===== src/rtl/bist_pattern_driver.sv =====
// bist_pattern_driver
//   Self-contained BIST engine for a single-output combinational CUT.
//   A 6-bit maximal-length LFSR (x^6+x^5+1) drives the CUT inputs. The CUT
//   response is folded into a serial signature register, one bit per applied
//   pattern. An optional all-zero pattern can be appended. The final
//   signature is compared against golden_sig.
//
//   Ports
//     clk, rst_n   rising-edge clock, asynchronous active-low reset
//     start        run request (honoured in IDLE/DONE only)
//     pause        freezes an active run (APPLY/ZERO) while high
//     abort        synchronous return to IDLE; signature/pat_cnt retained
//     golden_sig   expected signature
//     cut_po       CUT response to the pattern currently on cut_pi
//     cut_pi       pattern driven to the CUT (zero outside APPLY)
//     busy         run in progress (APPLY/ZERO)
//     done         run complete (DONE)
//     pass         done && signature == golden_sig
//     signature    compactor contents
//     pat_cnt      patterns captured in the current run
module bist_pattern_driver #(
    parameter int unsigned          PI_WIDTH     = 6,
    parameter logic [PI_WIDTH-1:0]  LFSR_SEED    = PI_WIDTH'(1),
    parameter int unsigned          NUM_PATTERNS = 63,
    parameter bit                   INCLUDE_ZERO = 1'b1,
    parameter int unsigned          SIG_WIDTH    = 16,
    parameter logic [SIG_WIDTH-1:0] SIG_POLY     = SIG_WIDTH'(16'h1021)
) (
    input  logic                 clk,
    input  logic                 rst_n,
    input  logic                 start,
    input  logic                 pause,
    input  logic                 abort,
    input  logic [SIG_WIDTH-1:0] golden_sig,
    input  logic                 cut_po,
    output logic [PI_WIDTH-1:0]  cut_pi,
    output logic                 busy,
    output logic                 done,
    output logic                 pass,
    output logic [SIG_WIDTH-1:0] signature,
    output logic [6:0]           pat_cnt
);

    localparam int unsigned CNT_WIDTH = 7;
    localparam logic [CNT_WIDTH-1:0] LAST_CNT = CNT_WIDTH'(NUM_PATTERNS - 1);

    typedef enum logic [1:0] {
        IDLE  = 2'd0,
        APPLY = 2'd1,
        ZERO  = 2'd2,
        DONE  = 2'd3
    } state_t;

    state_t                 state_q;
    state_t                 state_d;
    logic [PI_WIDTH-1:0]    lfsr_q;
    logic [PI_WIDTH-1:0]    lfsr_d;
    logic [SIG_WIDTH-1:0]   sig_d;
    logic [CNT_WIDTH-1:0]   cnt_d;
    logic [PI_WIDTH-1:0]    cut_pi_d;
    logic                   busy_d;
    logic                   done_d;
    logic                   pass_d;
    logic [PI_WIDTH-1:0]    lfsr_step;
    logic [SIG_WIDTH-1:0]   sig_capture;

    // Serial signature compaction: shift, reduce by SIG_POLY, inject response bit.
    function automatic logic [SIG_WIDTH-1:0] compact(
        input logic [SIG_WIDTH-1:0] sig,
        input logic                 bit_in
    );
        compact = {sig[SIG_WIDTH-2:0], 1'b0}
                ^ (sig[SIG_WIDTH-1] ? SIG_POLY : '0)
                ^ {{(SIG_WIDTH-1){1'b0}}, bit_in};
    endfunction

    // Fibonacci LFSR, taps at x^6 and x^5.
    assign lfsr_step   = {lfsr_q[PI_WIDTH-2:0], lfsr_q[PI_WIDTH-1] ^ lfsr_q[PI_WIDTH-2]};
    assign sig_capture = compact(signature, cut_po);

    // State and output registers.
    always_ff @(posedge clk or negedge rst_n) begin
        if (!rst_n) begin
            state_q   <= IDLE;
            lfsr_q    <= '0;
            signature <= '0;
            pat_cnt   <= '0;
            cut_pi    <= '0;
            busy      <= 1'b0;
            done      <= 1'b0;
            pass      <= 1'b0;
        end else begin
            state_q   <= state_d;
            lfsr_q    <= lfsr_d;
            signature <= sig_d;
            pat_cnt   <= cnt_d;
            cut_pi    <= cut_pi_d;
            busy      <= busy_d;
            done      <= done_d;
            pass      <= pass_d;
        end
    end

    // Next-state and next-output logic.
    always_comb begin
        state_d  = state_q;
        lfsr_d   = lfsr_q;
        sig_d    = signature;
        cnt_d    = pat_cnt;
        cut_pi_d = '0;
        busy_d   = 1'b0;
        done_d   = 1'b0;
        pass_d   = 1'b0;

        unique case (state_q)
            IDLE, DONE: begin
                if (start) begin
                    lfsr_d  = LFSR_SEED;
                    sig_d   = '0;
                    cnt_d   = '0;
                    state_d = APPLY;
                end
            end
            APPLY: begin
                if (!pause) begin
                    sig_d  = sig_capture;
                    lfsr_d = lfsr_step;
                    cnt_d  = pat_cnt + CNT_WIDTH'(1);
                    if (pat_cnt == LAST_CNT) begin
                        state_d = INCLUDE_ZERO ? ZERO : DONE;
                    end
                end
            end
            ZERO: begin
                if (!pause) begin
                    sig_d   = sig_capture;
                    cnt_d   = pat_cnt + CNT_WIDTH'(1);
                    state_d = DONE;
                end
            end
            default: state_d = IDLE;
        endcase

        // Abort wins over everything; datapath keeps its contents for debug.
        if (abort) begin
            state_d = IDLE;
            lfsr_d  = lfsr_q;
            sig_d   = signature;
            cnt_d   = pat_cnt;
        end

        // Outputs follow the state being entered, so they stay registered.
        cut_pi_d = (state_d == APPLY) ? lfsr_d : '0;
        busy_d   = (state_d == APPLY) || (state_d == ZERO);
        done_d   = (state_d == DONE);
        pass_d   = done_d && (sig_d == golden_sig);
    end

endmodule


===== config.mk =====
export PLATFORM = sky130hd
export DESIGN_NAME = bist_pattern_driver
export DESIGN_NICKNAME = d
export VERILOG_FILES = /design/src/rtl/bist_pattern_driver.sv
export SDC_FILE = /design/constraint.sdc
export NUM_CORES = 1
export LEC_CHECK = 0
export BUFFER_PORTS_ARGS = -buffer_cell sky130_fd_sc_hd__buf_2
export CORE_MARGIN = 3
export CORE_UTILIZATION = 52
export DETAILED_ROUTE_END_ITERATION = 8
export PLACE_DENSITY = 0.84
export SETUP_SLACK_MARGIN = 0.4
export SYNTH_ARGS = -nofsm -noshare
export SYNTH_HDL_FRONTEND = slang
export SYNTH_SLANG_ARGS = --single-unit

===== constraint.sdc =====
create_clock -name clk -period 2.6 [get_ports clk]
set_input_delay 0.26 -clock clk [delete_from_list [all_inputs] [get_ports clk]]
set_output_delay 0.26 -clock clk [all_outputs]
set_load 0.01 [all_outputs]

==> run_results.csv <==
group,metric,value,unit
outcome,outcome,"completed",
floorplan,die_h,68.9,um
worst_setup_path,start_kind,"register",
worst_setup_path,r2r_start,"pat_cnt[0]",
grt,grt_usage,0.210,
sta,post-route-min-period,2300,ps
final_layout,fillers,292,
clock_tree,clkSlewWorstSetupHoldPaths,80,ps
route,wl,4710,um
place,place_ws,209,ps
synth,synth.distinct_cells,38,
sta,skew,9.59,ps
worst_setup_path,crit_slowest_cell,"or4b_4",
synth,synth_top_area_cell,"dfrtp_1",
synth,synthTopCellsByArea,"dfrtp_1 49%, xnor2_1 7.2%, o2bb2ai_1 4.7%",
route,post_drt_wl_per_cell,15.9,um
place,dp_hpwl,3170,um
worst_setup_path,rr_worst_depth,10,
synth,synth_edf_count,0,
sta,clock.fmax,0.435,GHz
worst_setup_path,cp_cell_sequence,"inv_2 > ha_1 > or4b_4 > a21oi_2 > o21ai_2 > inv_1 > ha_2 > nand3_2 > or4_4 > nor4_4",
worst_setup_path,critPathArrivalTime,2500,ps
place,globalplace.congestion,0.798,
worst_setup_path,critPathKind,"register to register",
worst_setup_path,cpPeakStageDelay,470,ps
route,wl_met3,272,um
clock_tree,cts_tree,"built",
route,drc,0,
floorplan,io_pins,54,
synth,syn_inst,184,
floorplan,die_w,68.9,um
clock_tree,cts-hold-fix-buffers,0,
sta,fin_crit_sh,0.885,
clock_tree,htree_levels,2,
power,p_per_area,521,nW/um^2
synth,syn_avg_cell_area,11.2,sq um
job,maxCapViolCount,0,
final_layout,drive_above_1_share,0.367,
sta,finalSetupTns,0,ps
synth,yosysSeqAreaShare,0.486,
worst_setup_path,required,2800,ps
sta,slew_viol_final,0,
synth,yosys_warnings,0,
final_layout,num_antenna_cells,0,
grt,grt_pass1_wl,7400,um
sta,setup_viol,0,
power,irDropWorstVdd,0.286,mV
floorplan,die-area,4750,sq um
route,ant_nets,0,
power,power.leakage,1.25,nW
route,met2_length,2330,um
grt,gr-total-overflow,0,
sta,tightest_slew,882,ps
sta,rsz0062_at_grt,"yes",
sta,whs,95.7,ps
synth,synth_nets,213,
sta,max_slew_margin,0.412,
grt,antenna_found_initial,0,
worst_setup_path,crit_buf_inv,2,
synth,synth-seq-cells,40,
worst_setup_path,end_kind,"register",
route,highest-signal-layer,"met4",
floorplan,start_util,0.550,
clock_tree,cts_root_buffer,"clkbuf_8",
grt,grt_max_degree,41,
clock_tree,worstSkewPairLatency,290,ps
grt,grt_pass1_vias,1528,
route,num_vias,1647,
route,dr.first_iter.drc_count,83,
sta,finalHoldViolCount,0,
place,io_buffers,53,
worst_setup_path,crit_family,"simple AND/OR/NAND/NOR gates",
route,wl_met1,2060,um
hold_path,hp-class,"input pin to asynchronous set/reset pin",
final_layout,area_growth,23.2,%
final_layout,nNetsFinal,277,
route,avgViaCountPerCell,5.56,
route,first_pass_iters,4,
clock_tree,clockBufferDepth,2,
synth,synth_top_cell_area_share,0.486,
worst_setup_path,worst_r2r_endpoint,"pass",
worst_setup_path,worst-path-max-fanout,2,
synth,async_reset_ff_frac,1.00,
synth,synth-main-ff-cell,"dfrtp_1",
synth,syn_area,2060,sq um
clock_tree,cts_made_buffers,5,
floorplan,core_area,3740,sq um
sta,fin_ws,299,ps
worst_setup_path,rrSetupSlack,300,ps
clock_tree,cts_num_sinks,40,
floorplan,num_rows,22,
[cells by family after synthesis]
| group | count (synthesis) | share of synthesized area |
|---|---|---|
| buf+inv | 19 | 0.0480 |
| fa+ha+maj | 7 | 0.0425 |
| simple gates | 47 | 0.144 |
| flops | 40 | 0.486 |
| xor+xnor | 23 | 0.0978 |
| compound gates | 47 | 0.177 |
| mux | 1 | 0.00486 |
[timing repair]
| action | 4_1_cts | 5_1_grt |
|---|---|---|
| resized for setup | 2 | 2 |
| pin swaps | 4 | 1 |
| buffers inserted | 9 | 2 |
| endpoints found under the setup margin | 1 | 1 |
[through the flow]
stage / total power [mW] / util / cell area (sq um) / cells
final: 1.32 / 0.678 / 2540 / 296
after global routing: 1.37 / 0.678 / 2540 / 296
after CTS: 1.32 / 0.671 / 2510 / 294
after detailed placement: 0.917 / 0.630 / 2360 / 278
after global placement: 0.912 / 0.630 / 2360 / 278
after floorplan: 0.840 / - / 2080 / 184
[cell type report]
type | count | area, sq um | area share
clock buffers | 6 | 72.6 | 0.0286
repair buffers | 65 | 355 | 0.140
inverters | 11 | 41.3 | 0.0163
multi-input cells | 125 | 1000 | 0.395
well taps | 48 | 60.1 | 0.0237
clock inverters | 1 | 5.00 | 0.00197
flip-flops and latches | 40 | 1000 | 0.394
[worst max-delay path by stage]
| stage | start | depth (start not counted) | to | slack (ps) |
|---|---|---|---|---|
| floorplan | state_q[0] | 11 | pass | 380 |
| detailed placement | state_q[0] | 10 | pass | 210 |
| CTS | pat_cnt[0] | 10 | pass | 330 |
| global route | pat_cnt[0] | 10 | pass | 200 |
| global placement | state_q[0] | 10 | pass | 280 |
| finish | pat_cnt[0] | 10 | pass | 300 |
[layer usage]
metal | global-route usage | vias up
met4 | 0.0608 | 0
met5 | 0 | -
met2 | 0.342 | 60
met1 | 0.284 | 802
met3 | 0.0421 | 5
li1 | - | 780
[synth_stat cells (2+ instances only)]
cell type / instances
a21oi_1: 3
nand2_1: 10
a22oi_1: 11
clkbuf_1: 3
dfrtp_1: 40
o2bb2ai_1: 11
o21ai_0: 5
buf_6: 3
ha_1: 7
nand3_1: 4
nor2_1: 9
and2_1: 6
xor2_1: 6
nand4_1: 6
xnor2_1: 17
a22o_1: 6
a22oi_2: 2
inv_1: 11
nand2b_4: 2
o22ai_1: 4
[cell usage in the layout, fill, tap and decap left out, drive strengths merged]
cell type / count
buf: 65
dfrtp: 40
xnor2: 17
a22oi: 13
o2bb2ai: 12
inv: 11
nand2: 10
nor2: 10
ha: 7
nand4: 6
a22o: 6
and2: 6
xor2: 6
clkbuf: 6
o21ai: 6
o22ai: 4
nand3: 4
nand2b: 3
a21oi: 3
nor3: 2
or4b: 1
and2b: 1
a31oi: 1
nor2b: 1
a32oi: 1
a21o: 1
or4: 1
nor4: 1
or3: 1
mux2i: 1
clkinv: 1
[state kept, by name, indices dropped and copies added (netlist names)]
name,count
signature,16
pat_cnt,7
cut_pi,6
lfsr_q,6
state_q,2
busy,1
done,1
pass,1
[power by group]
part           leakage [nW]  switching (mW)  internal, mW
clock                0.0410           0.208         0.183
combinational         0.658           0.143         0.110
sequential            0.550          0.0242         0.654
total                  1.25           0.375         0.946
Power figures use the tool's default switching activity.
